==> src/rtl/mult_pipe_pkg.sv <==
// Shared helpers for the pipelined shift-add multiplier: width derivation
// and the per-stage chunk multiply-add.
package mult_pipe_pkg;

  // Widest product the helpers handle; callers truncate to their own RW.
  localparam int MAX_W = 64;

  function automatic int rw_of(input int dw);
    return 2 * dw;
  endfunction

  function automatic int ns_of(input int dw, input int bps);
    return dw / bps;
  endfunction

  // acc + a_sh * chunk modulo 2^MAX_W; with neg_msb the chunk MSB weighs -2^(bps-1).
  function automatic logic [MAX_W-1:0] stage_step(
    input logic [MAX_W-1:0] acc,
    input logic [MAX_W-1:0] a_sh,
    input logic [MAX_W-1:0] chunk,
    input int               bps,
    input logic             neg_msb
  );
    logic [MAX_W-1:0] weight;
    weight = chunk;
    if (neg_msb && chunk[bps-1])
      weight = chunk - (MAX_W'(1) << bps);
    return acc + a_sh * weight;
  endfunction

endpackage

==> src/rtl/mult_pipe_array_stage.sv <==
// One registered multiplier stage: applies its chunk step to the predecessor's
// state on load, holds when stalled, drops its op on flush.
module mult_pipe_stage
  import mult_pipe_pkg::*;
#(
  parameter int DW    = 8,
  parameter int BPS   = 1,
  parameter int TAG_W = 4,
  parameter bit LAST  = 1'b0
) (
  input  logic              clk,
  input  logic              rst_n,
  input  logic              flush,
  input  logic              load,
  input  logic              prev_vld,
  input  logic [2*DW-1:0]   prev_acc,
  input  logic [2*DW-1:0]   prev_a_sh,
  input  logic [DW-1:0]     prev_b_rem,
  input  logic              prev_sgn,
  input  logic [TAG_W-1:0]  prev_tag,
  output logic              vld,
  output logic [2*DW-1:0]   acc,
  output logic [2*DW-1:0]   a_sh,
  output logic [DW-1:0]     b_rem,
  output logic              sgn,
  output logic [TAG_W-1:0]  tag
);

  localparam int RW = 2 * DW;

  typedef struct packed {
    logic             vld;
    logic [RW-1:0]    acc;
    logic [RW-1:0]    a_sh;
    logic [DW-1:0]    b_rem;
    logic             sgn;
    logic [TAG_W-1:0] tag;
  } stage_t;

  stage_t q;
  stage_t nxt;

  always_comb begin
    nxt.vld   = prev_vld;
    nxt.acc   = RW'(stage_step(MAX_W'(prev_acc), MAX_W'(prev_a_sh),
                               MAX_W'(prev_b_rem[BPS-1:0]), BPS,
                               LAST && prev_sgn));
    nxt.a_sh  = prev_a_sh << BPS;
    nxt.b_rem = prev_b_rem >> BPS;
    nxt.sgn   = prev_sgn;
    nxt.tag   = prev_tag;
  end

  // Payload only moves with a valid op, so a stalled or emptied stage keeps its data.
  always_ff @(posedge clk or negedge rst_n) begin
    if (!rst_n)
      q <= '0;
    else if (flush)
      q.vld <= 1'b0;
    else if (load) begin
      if (prev_vld)
        q <= nxt;
      else
        q.vld <= 1'b0;
    end
  end

  assign vld   = q.vld;
  assign acc   = q.acc;
  assign a_sh  = q.a_sh;
  assign b_rem = q.b_rem;
  assign sgn   = q.sgn;
  assign tag   = q.tag;

endmodule

==> src/rtl/mult_pipe_array.sv <==
// Fully pipelined shift-add multiplier with valid/ready flow control,
// per-op signed mode, tag pass-through and synchronous flush.
module mult_pipe_array
  import mult_pipe_pkg::*;
#(
  parameter int DW    = 8,
  parameter int BPS   = 1,
  parameter int TAG_W = 4
) (
  input  logic              clk,
  input  logic              rst_n,
  input  logic              flush,
  input  logic              in_vld,
  output logic              in_rdy,
  input  logic [DW-1:0]     in_a,
  input  logic [DW-1:0]     in_b,
  input  logic              in_signed,
  input  logic [TAG_W-1:0]  in_tag,
  output logic              out_vld,
  input  logic              out_rdy,
  output logic [2*DW-1:0]   out_p,
  output logic [TAG_W-1:0]  out_tag,
  output logic              busy
);

  localparam int RW = rw_of(DW);
  localparam int NS = ns_of(DW, BPS);

  if (DW < 2 || (DW % BPS) != 0 || RW > MAX_W) begin : g_bad_cfg
    $error("mult_pipe_array: DW must be >= 2, a multiple of BPS, and at most 32");
  end

  logic [NS-1:0]    vld, rdy, sgn, p_vld, p_sgn;
  logic [RW-1:0]    acc [NS];
  logic [RW-1:0]    a_sh [NS];
  logic [DW-1:0]    b_rem [NS];
  logic [TAG_W-1:0] tag [NS];
  logic [RW-1:0]    p_acc [NS];
  logic [RW-1:0]    p_a_sh [NS];
  logic [DW-1:0]    p_b_rem [NS];
  logic [TAG_W-1:0] p_tag [NS];
  logic [RW-1:0]    a_ext;

  assign a_ext = in_signed ? {{DW{in_a[DW-1]}}, in_a} : {{DW{1'b0}}, in_a};

  // A stage may load when it is empty or its successor is moving this cycle.
  always_comb begin
    logic r;
    r   = out_rdy;
    rdy = '0;
    for (int i = NS - 1; i >= 0; i--) begin
      r      = !vld[i] || r;
      rdy[i] = r;
    end
  end

  for (genvar i = 0; i < NS; i++) begin : g_stage
    if (i == 0) begin : g_head
      assign p_vld[i]   = in_vld;
      assign p_acc[i]   = '0;
      assign p_a_sh[i]  = a_ext;
      assign p_b_rem[i] = in_b;
      assign p_sgn[i]   = in_signed;
      assign p_tag[i]   = in_tag;
    end else begin : g_body
      assign p_vld[i]   = vld[i-1];
      assign p_acc[i]   = acc[i-1];
      assign p_a_sh[i]  = a_sh[i-1];
      assign p_b_rem[i] = b_rem[i-1];
      assign p_sgn[i]   = sgn[i-1];
      assign p_tag[i]   = tag[i-1];
    end

    mult_pipe_stage #(
      .DW    (DW),
      .BPS   (BPS),
      .TAG_W (TAG_W),
      .LAST  (i == NS - 1)
    ) u_stage (
      .clk        (clk),
      .rst_n      (rst_n),
      .flush      (flush),
      .load       (rdy[i]),
      .prev_vld   (p_vld[i]),
      .prev_acc   (p_acc[i]),
      .prev_a_sh  (p_a_sh[i]),
      .prev_b_rem (p_b_rem[i]),
      .prev_sgn   (p_sgn[i]),
      .prev_tag   (p_tag[i]),
      .vld        (vld[i]),
      .acc        (acc[i]),
      .a_sh       (a_sh[i]),
      .b_rem      (b_rem[i]),
      .sgn        (sgn[i]),
      .tag        (tag[i])
    );
  end

  assign in_rdy  = rdy[0] && !flush;
  assign out_vld = vld[NS-1];
  assign out_p   = acc[NS-1];
  assign out_tag = tag[NS-1];
  assign busy    = |vld;

endmodule

==> config.mk <==
export PLATFORM = sky130hd
export DESIGN_NAME = mult_pipe_array
export DESIGN_NICKNAME = d
export VERILOG_FILES = /design/src/rtl/mult_pipe_pkg.sv /design/src/rtl/mult_pipe_array_stage.sv /design/src/rtl/mult_pipe_array.sv
export SDC_FILE = /design/constraint.sdc
export NUM_CORES = 1
export LEC_CHECK = 0
export ABC_AREA = 1
export BUFFER_PORTS_ARGS = -buffer_cell sky130_fd_sc_hd__buf_4
export CAP_MARGIN = 15
export CORE_MARGIN = 1.5
export CORE_UTILIZATION = 40
export CTS_CLUSTER_SIZE = 20
export DETAILED_ROUTE_END_ITERATION = 6
export HOLD_SLACK_MARGIN = 0.12
export PLACE_DENSITY_LB_ADDON = 0.08
export SETUP_SLACK_MARGIN = 0.5
export SLEW_MARGIN = 20
export SYNTH_ARGS = -nofsm -noshare
export SYNTH_HDL_FRONTEND = slang
export SYNTH_HIERARCHICAL = 1
export SYNTH_SLANG_ARGS = --single-unit
==> constraint.sdc <==
create_clock -name clk -period 5.2 [get_ports clk]
set_clock_uncertainty 0.1 [all_clocks]
set_input_delay 0.52 -clock clk [delete_from_list [all_inputs] [get_ports clk]]
set_output_delay 0.52 -clock clk [all_outputs]
set_load 0.1 [all_outputs]
==> results by group <==
Outcome
  • Status: completed

STA
  • Final worst slack: 46.9 ps
  • Final setup viols: 0
  • Slew headroom: 42.1%
  • Tcrit/Tclk final: between 90 and 100%
  • Setup TNS: 0 ps
  • Endpoints failing hold: 0
  • Number of max-slew violations in the final report: 0
  • Min cycle time layout: ~5200 ps
  • Fmax: between 150 and 200 MHz
  • Worst-Margin Slew: 867 ps
  • Unrepaired setup endpoints after global routing: yes

Power and ir drop
  • Pwr Density: between 200 and 300 mW/mm²
  • Leakage power: around 16 nW
  • Worst VDD drop: about 0.22 mV

Critical path
  • Startpoint types: register
  • Slowest cell on the critical path: fa_2
  • Worst flop-to-flop path startpoint: g_stage[6].u_stage/b_rem[0]$_DFFE_PN0P_
  • Critical path startpoint: g_stage[6].u_stage/b_rem[0]$_DFFE_PN0P_
  • CP Class: register to register
  • Crit-path max cell delay: 610 ps
  • R2R Setup Slk: around 47 ps
  • Crit path required time: around 5600 ps
  • CP Cell Sequence: nand2_8 > clkinv_8 > nand2_4 > fa_2 > inv_4 > fa_1 > buf_8 > xnor2_4 > xor2_2 > fa_1 > fa_1 > inv_1 > fa_1 > inv_1 > ha_4 > buf_4 > a31oi_1 > nand3_2 > inv_2 > nand3_1 > nand3_1 > nand2_1
  • Critical path fanouts, max: 8
  • Cell mode on critical path: fa_1
  • CP delay by family, top: adder cells
  • CP endpoint kind: register
  • CP bufs+invs: 7
  • Critical Path AT: 5510 ps

Place
  • Final RePlAce weighted congestion: between 0.8 and 0.9
  • Pre-CTS setup slack: -107 ps
  • Placed cells: just under 4,000
  • Port bufs: 48
  • Post-DP HPWL: about 40,000 µm
  • DP Area: roughly 0.024 mm²

Floorplanning
  • I/O pins: 49
  • Die area: roughly 0.057 mm²
  • Initial core utilization: 40.5%
  • Core footprint: 0.0552 mm²
  • Chip Width: between 200 and 250 µm
  • Site Rows: 86
  • Chip height: ~240 µm

Clocking
  • Clock sinks: around 310
  • CTS root buf: clkbuf_16
  • Num CTS Buffers: 39
  • Clock tree buffer depth: 3
  • H-Tree Depth: 2
  • CTS tree: yes
  • Worst-path clk slew: about 60 ps
  • Skew-Pair Late Insertion Delay: 570 ps

Detailed routing
  • Initial DRC Count: 729
  • Drt total wl: ~53,000 µm
  • Per-cell routed wire length: roughly 13 µm
  • Met2 wire length: roughly 27,000 µm
  • Mean number of vias per cell: between 4 and 5
  • Metal-1 WL: roughly 24,000 µm
  • Via Count: around 18,000
  • Detail Route Antenna Nets: 0
  • Wire length on met3: ~1200 µm
  • Detailed-route DRC error count: 0
  • DRT Pass-1 Iters: 6
  • Top Metal Used: met4

Cells and area
  • Non-filler instance count after layout: roughly 4,100
  • Post-layout nets: about 3,500
  • Sequential Area: about 0.0077 mm²
  • N_diodes: 0
  • Most common cell after layout, fill and taps aside: nand2_1
  • Fin area: roughly 0.026 mm²
  • Area growth from synthesis to layout: 15.3%
  • Multi-input logic area: 0.0128 mm²
  • Most frequent cells in the layout: 1,477 x nand2_1, 465 x inv_1, 306 x dfrtp_1
  • Fillcell total: between 5,000 and 6,000
  • Layout cell share with drive strength beyond 1: between 10% and 20%
  • Final core occ: ~47%

Synthesis
  • Syn Area/Cell: between 6 and 7 µm²
  • Post-Syn Instances: around 3,200
  • Synth Warn #: 6
  • Post-Syn Area: approximately 0.022 mm²

Global routing
  • Initial antenna violation count: 0
  • Total gr overflow: 0
  • Vias in the first global route: 18,810
  • Largest net degree at the start of global routing: 150
  • First-pass GRT wire length: 92,400 µm
  • Overall Global Routing Usage: 19.7%

Worst hold path
  • Worst min-delay path category: input port to register
  • Hold path startpoint: in_tag[3]

Run
  • Max-cap check violation count: 0
[per-stage QoR]
stage / total power [mW] / hold slack [ps]
final: 7.22 / 192
after global routing: 7.71 / 141
after CTS: 7.35 / 122
after detailed placement: 4.37 / 359
after global placement: 4.35 / 354
after floorplan: 3.97 / 124
[worst paths after layout]
kind                                                          end  cells past startpoint
max                        g_stage[7].u_stage/acc[15]$_DFFE_PN0P_                     22
min                         g_stage[0].u_stage/tag[3]$_DFFE_PN0P_                      3
max reg2reg                g_stage[7].u_stage/acc[15]$_DFFE_PN0P_                     22
min reg2reg                 g_stage[2].u_stage/tag[3]$_DFFE_PN0P_                      2
max in group asynchronous  g_stage[1].u_stage/acc[13]$_DFFE_PN0P_                      3
min in group asynchronous  g_stage[7].u_stage/acc[13]$_DFFE_PN0P_                      2
[layer usage]
metal	vias up	global-route usage, %
li1	9733	-
met1	8531	24.1
met2	147	36.4
met3	68	2.28
met4	0	5.27
met5	-	0
[final cells by class]
cell class | instances | share of cell area [%]
timing repair buffer | 120 | 3.86
clock inverter | 19 | 1.13
tap | 748 | 3.63
sequential | 308 | 29.9
inverter | 523 | 7.71
multi-input combinational | 2291 | 49.6
clock buffer | 50 | 4.18
[tightest hold or removal path, stage by stage]
cell and delay, ps:
buf_4 80, nand2_1 130, nand2_1 100
[registers in the layout, summed over array words and instances, names as in the netlist]
register / count
g_stage.u_stage/b_rem: 28
g_stage.u_stage/sgn: 7
g_stage.u_stage/tag: 32
g_stage.u_stage/vld: 8
g_stage.u_stage/acc: 128
g_stage.u_stage/a_sh: 105
[power by group]
part	total [mW]	internal (mW)	switching, mW
sequential	3.00	2.72	0.278
clock	2.89	1.78	1.11
combinational	1.33	0.513	0.817
[timing repair]
action | in CTS | in global routing
hold buffers | 20 | 0
buffers inserted | 7 | 4
resized for setup | 42 | 59
pin swaps | 25 | 44
endpoints found under the hold margin | 81 | 0
endpoints found under the setup margin | 9 | 9
No activity file was read; power rests on OpenSTA's default activity.
